===== src/rtl/hazard_controller.sv =====
// Stall/flush sequencer for the 5-stage RV32i pipeline: load-use bubbles,
// execute-stage mispredict flushes and DMEM wait freezes with a watchdog.
// Optional performance counters are enabled by defining HAZARD_PERF_CNT_EN.
module hazard_controller #(
    parameter int REG_ADDR_W  = 5,
    parameter int MEM_TIMEOUT = 255,
    parameter int CNT_W       = 32
) (
    input  logic                  CLK,
    input  logic                  RST,
    input  logic [REG_ADDR_W-1:0] Rs1_D,
    input  logic [REG_ADDR_W-1:0] Rs2_D,
    input  logic                  Use_Rs1_D,
    input  logic                  Use_Rs2_D,
    input  logic [REG_ADDR_W-1:0] Rd_E,
    input  logic                  Mem_Read_E,
    input  logic                  Mispredict_E,
    input  logic                  Mem_Req_M,
    input  logic                  DMem_Ready,
    output logic                  Stall_F,
    output logic                  Stall_En,
    output logic                  Flush_D,
    output logic                  Flush_E,
    output logic                  Stall_E,
    output logic                  Stall_M,
    output logic                  Mem_Timeout
`ifdef HAZARD_PERF_CNT_EN
    ,
    output logic [CNT_W-1:0]      Lu_Stall_Count,
    output logic [CNT_W-1:0]      Flush_Count,
    output logic [CNT_W-1:0]      Mem_Wait_Count
`endif
);

    localparam int WAIT_W = $clog2(MEM_TIMEOUT + 1);
    localparam logic [WAIT_W-1:0] WAIT_MAX = WAIT_W'(MEM_TIMEOUT);
    localparam logic [WAIT_W-1:0] WAIT_ONE = WAIT_W'(1'b1);
    localparam logic [WAIT_W-1:0] WAIT_ZERO = {WAIT_W{1'b0}};
    localparam logic [REG_ADDR_W-1:0] REG_X0 = {REG_ADDR_W{1'b0}};

    typedef enum logic [0:0] {
        ST_RUN       = 1'b0,
        ST_DMEM_WAIT = 1'b1
    } state_t;

    state_t            state_r;
    logic [WAIT_W-1:0] wait_cnt_r;

    logic lu_s;
    logic mw_s;
    logic lu_evt_s;
    logic flush_evt_s;
    logic wait_evt_s;

    // A load writing x0 never creates a dependency
    assign lu_s = Mem_Read_E && (Rd_E != REG_X0) &&
                  ((Use_Rs1_D && (Rs1_D == Rd_E)) || (Use_Rs2_D && (Rs2_D == Rd_E)));
    assign mw_s = Mem_Req_M && !DMem_Ready;

    // Output decode: reset forces every control low, then wait > mispredict > load-use
    always_comb begin
        Stall_F     = 1'b0;
        Stall_En    = 1'b0;
        Flush_D     = 1'b0;
        Flush_E     = 1'b0;
        Stall_E     = 1'b0;
        Stall_M     = 1'b0;
        lu_evt_s    = 1'b0;
        flush_evt_s = 1'b0;
        wait_evt_s  = 1'b0;
        if (RST) begin
            Stall_F = 1'b0;
        end else begin
            case (state_r)
                ST_RUN: begin
                    if (mw_s) begin
                        Stall_F  = 1'b1;
                        Stall_En = 1'b1;
                        Stall_E  = 1'b1;
                        Stall_M  = 1'b1;
                    end else if (Mispredict_E) begin
                        // Decode holds a wrong-path instruction, so no load-use stall
                        Flush_D     = 1'b1;
                        Flush_E     = 1'b1;
                        flush_evt_s = 1'b1;
                    end else if (lu_s) begin
                        Stall_F  = 1'b1;
                        Stall_En = 1'b1;
                        Flush_E  = 1'b1;
                        lu_evt_s = 1'b1;
                    end else begin
                        Stall_F = 1'b0;
                    end
                end
                ST_DMEM_WAIT: begin
                    // Frozen stages keep mispredict/load-use stable until exit
                    Stall_F    = 1'b1;
                    Stall_En   = 1'b1;
                    Stall_E    = 1'b1;
                    Stall_M    = 1'b1;
                    wait_evt_s = 1'b1;
                end
                default: begin
                    Stall_F = 1'b0;
                end
            endcase
        end
    end

    // FSM, saturating wait counter and sticky watchdog flag
    always_ff @(posedge CLK) begin
        if (RST) begin
            state_r     <= ST_RUN;
            wait_cnt_r  <= WAIT_ZERO;
            Mem_Timeout <= 1'b0;
        end else begin
            case (state_r)
                ST_RUN: begin
                    if (mw_s) begin
                        state_r    <= ST_DMEM_WAIT;
                        wait_cnt_r <= WAIT_ONE;
                    end else begin
                        state_r    <= ST_RUN;
                        wait_cnt_r <= WAIT_ZERO;
                    end
                end
                ST_DMEM_WAIT: begin
                    if (DMem_Ready) begin
                        state_r    <= ST_RUN;
                        wait_cnt_r <= WAIT_ZERO;
                    end else if (wait_cnt_r == WAIT_MAX) begin
                        Mem_Timeout <= 1'b1;
                    end else begin
                        wait_cnt_r <= wait_cnt_r + WAIT_ONE;
                    end
                end
                default: begin
                    state_r    <= ST_RUN;
                    wait_cnt_r <= WAIT_ZERO;
                end
            endcase
        end
    end

`ifdef HAZARD_PERF_CNT_EN
    localparam logic [CNT_W-1:0] CNT_ZERO = {CNT_W{1'b0}};
    localparam logic [CNT_W-1:0] CNT_ONE  = CNT_W'(1'b1);

    // Event counters, wrapping modulo 2^CNT_W
    always_ff @(posedge CLK) begin
        if (RST) begin
            Lu_Stall_Count <= CNT_ZERO;
            Flush_Count    <= CNT_ZERO;
            Mem_Wait_Count <= CNT_ZERO;
        end else begin
            if (lu_evt_s) begin
                Lu_Stall_Count <= Lu_Stall_Count + CNT_ONE;
            end
            if (flush_evt_s) begin
                Flush_Count <= Flush_Count + CNT_ONE;
            end
            if (wait_evt_s) begin
                Mem_Wait_Count <= Mem_Wait_Count + CNT_ONE;
            end
        end
    end
`endif

endmodule


===== config.mk =====
export PLATFORM = sky130hd
export DESIGN_NAME = hazard_controller
export DESIGN_NICKNAME = d
export VERILOG_FILES = /design/src/rtl/hazard_controller.sv
export SDC_FILE = /design/constraint.sdc
export NUM_CORES = 1
export LEC_CHECK = 0
export CORE_ASPECT_RATIO = 1.1
export CORE_MARGIN = 5
export CORE_UTILIZATION = 42
export DETAILED_ROUTE_END_ITERATION = 10
export GPL_TIMING_DRIVEN = 0
export PLACE_DENSITY = 0.82
export RECOVER_POWER = 100
export SETUP_SLACK_MARGIN = 0.1
export SYNTH_ARGS = -nofsm -noshare
export SYNTH_HDL_FRONTEND = slang
export SYNTH_SLANG_ARGS = --single-unit

===== constraint.sdc =====
create_clock -name CLK -period 3.6 [get_ports CLK]
set_clock_uncertainty 0.1 [all_clocks]
set_input_delay 0.72 -clock CLK [delete_from_list [all_inputs] [get_ports CLK]]
set_output_delay 0.72 -clock CLK [all_outputs]
set_load 0.02 [all_outputs]

=== Word-level counts from Yosys, hierarchy flattened ===
Index checks and enable logic that the tools add are counted.

* Register bits after elaboration: 10
* Bits of input ports: 23
* Output and inout bits: 7

* $add $sub $neg: 1
* Eq/ne operators: 4
* Multiplexer cells: 22
* Bitwise gates (word level): 2
* Reductions and logical operators: 9

{| class="wikitable"
|+ Operators with widths
! operator !! count
|-
| $mux W1 || 16
|-
| $mux W8 || 2
|-
| $pmux W8 S2 || 1
|-
| $eq A5 B5 Y1 || 2
|-
| $add A8 B1 Y8 const B || 1
|-
| $eq A8 B8 Y1 const B || 1
|-
| $pmux W1 S2 || 3
|-
| $logic_and A1 B1 Y1 || 5
|-
| $reduce_bool A5 Y1 || 1
|-
| $ne A3 B3 Y1 const B || 1
|-
| $reduce_and A3 Y1 || 1
|-
| $not A1 Y1 || 2
|-
| $logic_not A1 Y1 || 1
|-
| $logic_or A1 B1 Y1 || 1
|}

=== Depth between registers and ports, before layout ===
Gate-level depths: netlist of the first run.

* Word-level depth: 9
* Depth in mapped cells: 5
* Gate-level depth less buffers: 5

=== Least setup slack after synthesis of the first run ===
OpenSTA, ideal clock, no wires.

* Path type: input to output
* Start point: in Rd_E[3]
* End point: out Stall_F
* Arrival: 1.902 ns
* Setup slack: 0.878 ns
* Stages: 5
* Path through: xor2_1 -> nor4_1 -> a32oi_1 -> o22ai_1 -> buf_4

* Word-level cells in the longest chain between the ends: 9

{| class="wikitable"
|+ RTL lines
! element !! line !! RTL
|-
| start: declaration || 15 || <nowiki>input logic [REG_ADDR_W-1:0] Rd_E,</nowiki>
|-
| $eq A5 B5 Y1 || 57 || <nowiki>((Use_Rs1_D && (Rs1_D == Rd_E)) || (Use_Rs2_D && (Rs2_D == Rd_E)));</nowiki>
|-
| $logic_and A1 B1 Y1 || 57 ||
|-
| $logic_or A1 B1 Y1 || 57 ||
|-
| $logic_and A1 B1 Y1 (*) || 56 || <nowiki>assign lu_s = Mem_Read_E && (Rd_E != REG_X0) &&</nowiki>
|-
| $mux W1 (*) (3 in a row) || -- ||
|-
| $pmux W1 S2 (*) || -- ||
|-
| $mux W1 (*) || -- ||
|-
| end: declaration || 20 || <nowiki>output logic Stall_F,</nowiki>
|}

Mark *: on every way between the ends. The rest lies on a longest branch, timed or not.

=== Worst setup path in the final report of the first run ===
* Start point: in Rd_E[1]
* End point: out Stall_F

* Word-level cells in the longest chain between the ends: 9

{| class="wikitable"
|+ RTL lines
! element !! line !! RTL
|-
| $eq A5 B5 Y1 || 57 ||
|-
| $logic_and A1 B1 Y1 || 57 ||
|-
| $logic_or A1 B1 Y1 || 57 ||
|-
| $logic_and A1 B1 Y1 (*) || 56 ||
|-
| $mux W1 (*) || 86 || <nowiki>end else if (lu_s) begin</nowiki>
|-
| $mux W1 (*) || 81 || <nowiki>end else if (Mispredict_E) begin</nowiki>
|-
| $mux W1 (*) || 76 || <nowiki>if (mw_s) begin</nowiki>
|-
| $pmux W1 S2 (*) || 74 || <nowiki>case (state_r)</nowiki>
|-
| $mux W1 (*) || 71 || <nowiki>if (RST) begin</nowiki>
|}

Marks and branches as above.

==> impl.org, run 1 <==
** Detailed routing
- Total vias in the final route :: 659
- Drt total wl :: 1610 um
- Post-DR vias/cell :: 5.40
- Detailed-routing iteration count for the pre-antenna-repair pass :: 4
- DRT iter0 DRCs :: 4
- In the routed design, unresolved DRC markers number 0.
- Count of nets left with antenna violations after detail routing :: 0
- Wirelength per Cell :: 13.2 um

** Critical path
- Reg2reg setup slack :: 2010 ps
- In this design, the stage delay of the slowest critical-path cell is 550 ps.
- Of all nets on the critical path, the largest fanout is 3.
- Critical path type :: in2out
- The slowest stage of the critical path belongs to the cell sky130_fd_sc_hd__or4_1.
- Data arrives at the worst endpoint at 2530 ps.
- The worst setup path is launched from a primary input.
- Critical path data required time :: 2780 ps
- Kind of end point of the critical path :: output pin
- Worst reg2reg path endpoint :: wait_cnt_r[0]
- R2R depth :: 5
- Reg-to-reg startpoint :: wait_cnt_r[0]
- Walking the worst path, the cells encountered are clkdlybuf4s50_1 -> or4_1 -> o21ai_1 -> or3_1 -> o22ai_1 -> buf_4 -> dlygate4sd2_1.

** Timing
- Setup violations remaining at the end of the flow were counted as 0.
- The max-slew violation count is 0.
- Headroom to the max-slew limit came out at 80.8%.
- Setup repair after global routing left no endpoint under its margin.
- Dividing the final minimum period by the clock period gives 93.1%.
- The number of endpoints with negative hold slack in the final report is 0.
- For the pin with the worst max-slew slack, the measured transition is 287 ps.
- Based on the critical path, the design can be clocked at up to 298 MHz.
- The clock period could shrink to 3350 ps.

** CTS
- After clock tree synthesis, the clock-pin slew on the worst setup and hold paths is 60 ps.
- TritonCTS created 3 clock buffers.
- Later-pin clock latency in the skew report :: 270 ps
- Sinks on the clock net :: 10
- The clock passes through at most 2 buffers.
- In this run the number of H-tree levels came out at 1.
- TritonCTS built the clock tree.
- Total of hold buffers inserted after clock tree synthesis :: 0
- The tree is rooted in a sky130_fd_sc_hd__clkbuf_4.

** Layout
- The post-route netlist has 7.55% of its cells at a drive strength greater than 1.
- Final standard cell area without fillers :: 976 um2
- For this run, the post-layout net count is 131.
- 0 antenna diodes ended up in the layout.
- Compared with the post-synthesis result, the final layout area differs by 52.9%.

** Min path
- The worst hold path was traced through 2 stages.
- Hold Path Origin :: Mem_Timeout
- The worst hold path terminates at Mem_Timeout.
- In this run the worst hold path is classified as reg2reg.

** Synthesis
- Yosys cell types :: 36
- Flip-flop and latch count after synthesis :: 10
- For this run, the number of Yosys warnings is 0.
- Sequential-to-total area share from yosys stat :: 31.4%
- Number of cells produced by synthesis :: 73
- A synthesized cell averages 8.74 um2.
- Net Count, Synth :: 97
- The mapped netlist covers 638 um2.

** Job
- Max cap viols :: 0

** Power and ir drop
- VDD sags by at most 0.000256 V.
- Leakage :: 0.385 nW
- Total power :: 0.273 mW
- Dividing total power by cell area gives a power density of 280 mW/mm2.

** Floorplanning
- Die Height :: 50.9 um
- Top-level port count :: 30
- Width of the die :: 47.2 um
- Overall die area :: 0.00240 mm2
- Total core area :: 0.00140 mm2
- Initial core utilization :: 45.5%
- In this run the core area contains 14 standard-cell rows.

** Placement
- Once placement finished, the instance area stood at 948 um2.
- Detailed placement finished with a half-perimeter wire length of 1390 um.
- Routability congestion estimate from global placement :: 0.814
- The count of buffers added on input and output ports is 29.

** Global routing
- The total overflow left after global routing is 0.
- Entering global routing, the biggest net connects 8 pins.
- Overall track demand over capacity in global routing :: 15.6%
- Number of antenna violations at the first check in global routing :: 0
- The first global-routing pass estimated 2680 um of wire.
- The via count of the first global-routing pass is 642.

** Status
- Run status :: finished, final reports clean
## timing repair
item                                    CTS  global route
buffers inserted                          0             0
resized for setup                         2             1
endpoints found under the setup margin    2             1
hold endpoints to repair                  0             0
## final cells by class
type	count	area [um2]
Tap cell	16	20.0
Clock buffer	4	36.3
Inverter	1	3.75
Buffer	2	15.0
Sequential cell	10	200
Timing Repair Buffer	29	282
Fill cell	136	425
Multi-Input combinational cell	60	419
## cells in the final DEF (no fill, tap or decap), drive strengths merged, types with 2 or more instances in the layout
cell type,instances
a31oi,2
nor3,2
nor2,9
mux2i,2
nand3,3
nand4,2
nor4,2
o21ai,3
clkbuf,5
clkdlybuf4s50,20
dlygate4sd2,2
xnor2,3
nand2,2
xor2,10
dlygate4sd3,6
dfxtp,10
buf,2
## layer usage
| layer | up-vias | wire length [um] | GRT usage (%) |
|---|---|---|---|
| met5 | - | 0 | 0 |
| met4 | 0 | 24 | 5.53 |
| met3 | 4 | 94 | 5.26 |
| met2 | 22 | 880 | 26.2 |
| met1 | 297 | 608 | 17.9 |
| li1 | 336 | - | - |
## worst max-delay path by stage
stage,start,endpoint,slack [ps]
after detailed placement,Rd_E[1],Stall_F,-4
after CTS,DMem_Ready,Flush_E,140
final,Rd_E[1],Stall_F,250
after global routing,Rd_E[3],Stall_F,130
after floorplan,Rd_E[3],Stall_F,880
after global placement,Rd_E[3],Stall_F,10
## power breakdown
group	internal, mW	switching [mW]
Combinational	0.0363	0.0234
Clock	0.0615	0.0385
Sequential	0.112	0.00152
Total	0.210	0.0633
## cell usage after synthesis, drive strengths merged
cell	number	area [um2]
dfxtp	10	200
o311ai	1	16.3
and2	1	6.26
mux2i	2	20.0
buf	2	15.0
nand2	2	7.51
or2	1	6.26
nor3b	1	7.51
nor3	2	10.0
ha	1	12.5
o2111ai	1	8.76
and3	1	6.26
nand3	3	15.0
a31oi	2	12.5
and3b	1	8.76
or3	1	6.26
o21bai	1	7.51
a32oi	1	8.76
inv	1	3.75
nand3b	1	7.51
xnor2	3	26.3
nand4	2	18.8
nand2b	1	6.26
o211ai	1	7.51
o22ai	1	6.26
xor2	10	87.6
nor4	2	12.5
o21ai	3	15.0
nor2	9	33.8
o21a	1	7.51
or4	1	7.51
or3b	1	8.76
a21oi	1	5.00
and4	1	8.76
## sequential cells by signal, indices dropped and copies added (netlist names)
signal       count
state_r          1
Mem_Timeout      1
wait_cnt_r       8
## worst max-delay path: cells and delay by family
family | cells | cell delay, ps
compound gates | 2 | 220
simple gates | 2 | 670
buf+inv | 3 | 930
## through the flow
step / utilization (%) / setup WS [ps] / cells / hold WS, ps / setup TNS (ps)
3_3_place_gp: 67.7 / 12.7 / 118 / 356 / 0
3_5_place_dp: 67.7 / -3.97 / 118 / 370 / -3.97
4_1_cts: 70.1 / 140 / 122 / 385 / 0
2_1_floorplan: - / 878 / 73 / 368 / 0
5_1_grt: 69.6 / 132 / 122 / 427 / 0
6_report: 69.6 / 249 / 122 / 370 / 0
## cell families (layout without fill, tap and decap cells)
family | Yosys count | count (layout) | synth area share (%)
AOI/OAI and AO/OA | 13 | 13 | 14.9
muxes | 2 | 2 | 3.14
adders and majority gates | 1 | 1 | 1.96
xor gates and xnor gates | 13 | 13 | 17.8
buffers and inverters | 3 | 36 | 2.94
DFF | 10 | 10 | 31.4
and+or+nand+nor | 31 | 31 | 27.8
Power figures use the tool's default switching activity.
==> run 2: changes to the inputs <==
CORE_AREA = 5 5 42 44   (was unset)
CORE_ASPECT_RATIO = unset   (was 1.1)
CORE_MARGIN = unset   (was 5)
CORE_UTILIZATION = unset   (was 42)
DIE_AREA = 0 0 47 49   (was unset)
DONT_BUFFER_PORTS = 1   (was unset)
PLACE_DENSITY = 0.63   (was 0.82)
==> run 2 against run 1 <==
  * Critical path type unchanged
  * Via count down 18%
  * Flip-flop and latch count unchanged
  * Die area down 4.0%
==> impl.org, run 2 (synthesis gave the netlist of run 1 again) <==
** CTS
- After clock tree synthesis, the repair step resized 0 gates.
- In this run the number of H-tree levels came out at 1.
- TritonCTS built the clock tree.
- Clock-pin slew reported for the worst setup and hold paths after clock tree synthesis :: 60 ps
- The number of clock buffers added by TritonCTS is 3.
- Buffers added to address setup during post-CTS repair amount to 0.
- The clock net in this run drives a total of 10 sinks.
- The clock reaches the later pin of the worst-skew pair after 260 ps.
- Hold repair after CTS inserted 0 buffers.
- CTS Root Buffer Type :: sky130_fd_sc_hd__clkbuf_4
- Max clock buf depth :: 2

** Layout
- Synthesis-to-layout area growth :: 4.31%
- Area of all sequential standard cells :: 200 um2
- Commonest cells after routing, fill and taps aside :: sky130_fd_sc_hd__dfxtp_1 (10), sky130_fd_sc_hd__xor2_1 (10), sky130_fd_sc_hd__nor2_1 (9)
- Of the cells placed in the final design, the portion with a size suffix greater than 1 is 5.26%.
- Filler-free cell count of the finished design :: 92
- Area of combinational cells with multiple inputs :: 412 um2
- Count of inserted antenna diode cells :: 0
- The layout has 145 filler cells.
- The finished cells cover 666 um2.
- Number of flip-flops in the largest register :: 8
- In the final layout, the registers with the most flip-flops are wait_cnt_r (8), Mem_Timeout (1), state_r (1).
- Final net count :: 102
- Ranked by flip-flop count, first place goes to wait_cnt_r.

** Detailed routing
- Count of nets left with antenna violations after detail routing :: 0
- Summing over every cut layer, the via total after detailed routing is 542.
- The first TritonRoute pass finished after 4 iterations.
- After detailed routing, the number of vias per cell comes to 5.89.
- Remaining design rule violation count :: 0
- Drt total wl :: 1250 um
- DRT iter0 DRCs :: 8
- After detailed routing, the average wire length per cell comes to 13.5 um.

** Timing
- For this run, the top clock speed supported by timing is 349 MHz.
- Unrepaired setup endpoints after global routing :: no
- The max-slew violation count is 0.
- The worst pin sits at a relative slew slack of 64.3%.
- Setup violation total in the final timing report :: 0
- The number of endpoints with negative hold slack in the final report is 0.
- After layout, the worst path uses 79.6% of the clock period.
- Worst path setup slack after routing :: 733 ps
- The worst path needs 2870 ps of the cycle, external delays included.
- In the final timing run, aggregate negative setup slack is 0 ps.
- At the pin with the least slew margin, the transition time is 536 ps.

** Floorplanning
- Row generation in the floorplan step produced 14 rows.
- The die is 49 um tall.
- Measured along the x axis, the die boundary spans 47 um.
- Top-level port count :: 30
- The die covers 0.00230 mm2.
- Total core area :: 0.00140 mm2
- The initial utilization of the core area, before any placement, comes to 45.5%.

** Global routing
- Global-route wire length before repair :: 2190 um
- GRT Residual Overflow :: 0
- Met1 usage in global routing :: 15.1%
- Global routing used 5.90% of the available met3 tracks.
- Global routing consumed, over all layers together, 12.6% of the routing resources.
- Maximum number of pins on one net before global-route repair :: 8
- The initial antenna violation count is 0.
- Global routing consumed, on the met2 layer, 19.9% of the routing resources.
- Vias in the first global route :: 566
- In this run the most used layer during global routing was met2.

** Job
- The tool flagged a number of max-cap violations equal to 0.

** Critical path
- Critical path type :: in2out
- CP startpoint kind :: primary input
- Of all nets on the critical path, the largest fanout is 3.
- STA puts the critical path data required time at 2780 ps.
- Arrival time of the worst setup path :: 2050 ps
- The worst setup path is captured at an output pin.

** Power and ir drop
- Total power :: 0.213 mW
- VDD IR max :: 0.000221 V
- Summed over all cells, the static leakage comes to 0.242 nW.
- Power per cell area :: 320 mW/mm2

** Placement
- DP Worst Slack :: 761 ps
- Input and output buffers added on the ports amount to 0.
- Cell area after placement :: 658 um2
- Cell count after placement :: 89
- HPWL reported at the end of detailed placement :: 1010 um
- The congestion estimate from routability-driven global placement came to 0.689.

** Min path
- Hold Crit Class :: in2reg

** Status
- The run finished with clean final reports.
==> run 2: cell count changes in the layout (fill, tap and decap cells not counted), sizes merged <==
cell and delta:
buf -2, clkdlybuf4s50 -20, dlygate4sd2 -2, dlygate4sd3 -6
==> run 2: worst max-delay path, cell delays in order <==
cell and delay (ps):
sky130_fd_sc_hd__xor2_1 140, sky130_fd_sc_hd__nor4_1 280, sky130_fd_sc_hd__a32oi_1 170, sky130_fd_sc_hd__o22ai_1 460, sky130_fd_sc_hd__clkbuf_1 280
==> run 2: worst paths after layout <==
kind                                     from            end  slack, ps  depth (start not counted)
worst max-delay path                  Rd_E[3]        Stall_F        730                          5
worst min-delay path                      RST    Mem_Timeout        430                          1
worst max register to register  wait_cnt_r[0]  wait_cnt_r[5]       1960                          5
worst min register to register  wait_cnt_r[2]  wait_cnt_r[2]        430                          1
==> run 2: stage by stage <==
stage | utilization, % | hold slack [ps]
floorplan | - | 368
global placement | 47.0 | 403
detailed placement | 47.0 | 416
CTS | 48.6 | 419
global route | 47.5 | 421
finish | 47.5 | 428
==> run 2: routing by layer <==
layer	vias to the layer above	wire length, um
li1	274	-
met1	238	532
met2	28	569
met3	2	129
met4	0	14
met5	-	0
==> run 2: layout make-up <==
| type | instances | share of cell area (%) |
|---|---|---|
| tap | 16 | 3.01 |
| buffer | 2 | 1.13 |
| multi-input combinational | 60 | 61.8 |
| sequential | 10 | 30.1 |
| clock buffer | 3 | 3.38 |
| inverter | 1 | 0.564 |
==> run 2: where the power goes <==
part	total, mW	internal (mW)	leakage [nW]	switching [mW]
combinational	0.0253	0.0114	0.148	0.0139
sequential	0.113	0.112	0.0809	0.00146
clock	0.0746	0.0385	0.0138	0.0361
==> run 3: changes to the inputs <==
PLACE_DENSITY = 0.65   (was 0.63)
clock period = 2.3 ns   (was 3.6 ns; I/O delays follow)
==> run 3 against run 2 <==
  * Clock power is 58% higher
  * Sequential share of layout area shrank 0.50 points
  * Clock-buffer cell count unchanged
  * First-iteration DRC count unchanged
  * Core utilization grew 0.80 points
  * Cell area up 1.7%
  * Register-to-register slack got worse by 1300 ps
==> impl.org, run 3 (synthesis gave the netlist of run 1 again) <==
** Status
- The run finished with clean final reports.

** CTS
- In this run the number of H-tree levels came out at 1.
- Total of hold buffers inserted after clock tree synthesis :: 0
- Sinks on the clock net :: 10
- Max clock buf depth :: 2
- The clock reaches the later pin of the worst-skew pair after 260 ps.
- Clock-pin slew reported for the worst setup and hold paths after clock tree synthesis :: 60 ps
- Counting the buffers created by CTS gives 3.
- Once the clock tree was built, the setup fixing pass inserted 0 buffers.
- TritonCTS built the clock tree.
- CTS placed an instance of sky130_fd_sc_hd__clkbuf_4 at the clock tree root.

** Timing
- After layout, the minimum clock period comes to 2190 ps.
- Max Clock Freq :: 456 MHz
- At the pin with the least slew margin, the transition time is 424 ps.
- Hold Violations, Final :: 0
- Final-report max-slew violation count :: 0
- Tightest slew margin relative to the limit :: 71.6%
- Setup total negative slack :: 0 ps
- Setup violation total in the final timing report :: 0
- Final worst path period share :: 95.3%
- Setup slack on the critical path of the routed design comes to 108 ps.
- Final hold analysis gives a worst-case slack of 162 ps.
- Unrepaired setup endpoints after global routing :: no

** Placement
- Once detailed placement completed, the half-perimeter wirelength came to 1020 um.
- Summing all placed instances gives a cell area of 664 um2.
- Port bufs :: 0
- DP Worst Slack :: 151 ps
- The congestion estimate from routability-driven global placement came to 0.779.

** Detailed routing
- DRT iter0 DRCs :: 8
- Count of nets left with antenna violations after detail routing :: 0
- The final route contains 534 vias.
- For this run, design rule violations remaining after detail routing come to 0.
- In the final routed layout, each cell accounts on average for 13.8 um.
- The routed design has 1270 um of wire.
- The first detailed-routing pass ran for 5 iterations.
- Post-DR vias/cell :: 5.80

** Global routing
- Met2 usage :: 18.1%
- Global routing used 12.3% of the available tracks.
- Maximum number of pins on one net before global-route repair :: 8
- After global routing the overflow that remains totals 0.
- Most Crowded Layer GR :: met2
- Met1 usage in global routing :: 14.1%
- GR Layer Usage met3 :: 8.12%
- The initial antenna violation count was 0.
- The via count of the first global-routing pass came to 545.
- The first global-routing pass estimated 2150 um of wire.

** Min path
- Along the worst hold path, the cell count comes to 1.
- Hold Crit Class :: in2reg

** Power and ir drop
- For this design the ratio of total power to cell area is 497 mW/mm2.
- In this run, the combinational gates consume 12.2% of the power.
- IR analysis of the VDD net gives a maximum drop of 0.000293 V.
- The internal power of the cells totals 0.254 mW.
- Sw Ratio :: 24.3%
- For this design the total switching power over the nets is 0.0818 mW.
- Leakage :: 0.251 nW
- In this run, the clock network consumes 35.0% of the power.
- Registers are responsible for 52.7% of the overall power.

** Layout
- Count of inserted antenna diode cells :: 0
- wait_cnt_r holds more flip-flops than any other register.
- From synthesis to final layout, the design area changed by 6.08%.
- The largest registers in the layout are wait_cnt_r (8), Mem_Timeout (1), state_r (1).
- The finished cells cover 677 um2.
- Commonest cells after routing, fill and taps aside :: sky130_fd_sc_hd__dfxtp_1 (10), sky130_fd_sc_hd__xor2_1 (10), sky130_fd_sc_hd__nor2_1 (9)
- The register with the most flip-flops in the layout has 8 of them.
- Share of post-route cells with drive strength above 1 :: 9.21%
- After the last flow step, the layout net total stands at 102.

** Critical path
- Critical Path Stages :: 5
- For this run, the slowest stage of the critical path takes 510 ps.
- Data arrives at the worst endpoint at 1630 ps.
- The number of cells on the worst reg-to-reg path is 5.
- Cell family with the largest share of critical-path delay :: simple AND/OR/NAND/NOR gates
- Critical path data required time :: 1740 ps
- Buffer and inverter count on the worst path :: 1
- The slowest stage of the critical path belongs to the cell sky130_fd_sc_hd__or4_1.
- Kind of end point of the critical path :: output pin
- CP max FO :: 3
- STA classifies the critical path startpoint as a primary input.
- Walking the worst path, the cells encountered are or4_1 -> o21ai_0 -> or3_1 -> o22ai_2 -> clkbuf_2.
- Critical path type :: in2out

** Floorplanning
- The initial utilization of the core area, before any placement, comes to 45.5%.
- The initialized floorplan defines 14 standard-cell rows.
- After floorplanning, the core was sized to cover 0.00140 mm2.
- Top-level port count :: 30
- Width of the die :: 47 um
- Die Height :: 49 um
- The die covers 0.00230 mm2.

** Job
- Max cap viols :: 0
-- run 3: path summary, 6_finish.rpt --
kind                       from       endpoint  slack [ps]
setup / recovery        Rd_E[1]        Stall_F         110
hold / removal              RST    Mem_Timeout         160
setup reg to reg  wait_cnt_r[0]  wait_cnt_r[5]         630
hold reg to reg   wait_cnt_r[2]  wait_cnt_r[2]         430
-- run 3: cell type report --
cell class                      count  area, um2
Fill cell                         154        724
Multi-Input combinational cell     60        422
Sequential cell                    10        200
Clock buffer                        3       22.5
Tap cell                           16       20.0
Buffer                              2       8.76
Inverter                            1       3.75
-- run 3: repair_timing --
item | CTS | global route
pin swaps | 0 | 1
setup endpoints to repair | 1 | 1
gates resized for setup | 1 | 0
-- run 3: per-stage QoR --
| stage | utilization [%] | cells | power (mW) |
|---|---|---|---|
| 4_1_cts | 49.3 | 92 | 0.344 |
| 3_5_place_dp | 47.4 | 89 | 0.224 |
| 2_1_floorplan | - | 73 | 0.220 |
| 3_3_place_gp | 47.4 | 89 | 0.223 |
| 6_report | 48.3 | 92 | 0.336 |
| 5_1_grt | 48.3 | 92 | 0.355 |
-- run 3: per-layer routing --
layer | share of wire, % | routed length [um]
met1 | 40 | 513
met2 | 48 | 607
met3 | 12 | 146
met4 | 0 | 0
met5 | 0 | 0
-- run 3: power groups by stage --
stage          Combinational, mW  Clock (mW)  Sequential, mW
6_report                  0.0411       0.118           0.177
5_1_grt                   0.0449       0.132           0.178
3_3_place_gp              0.0420           0           0.181
4_1_cts                   0.0435       0.124           0.177
3_5_place_dp              0.0425           0           0.181
2_1_floorplan             0.0388           0           0.181
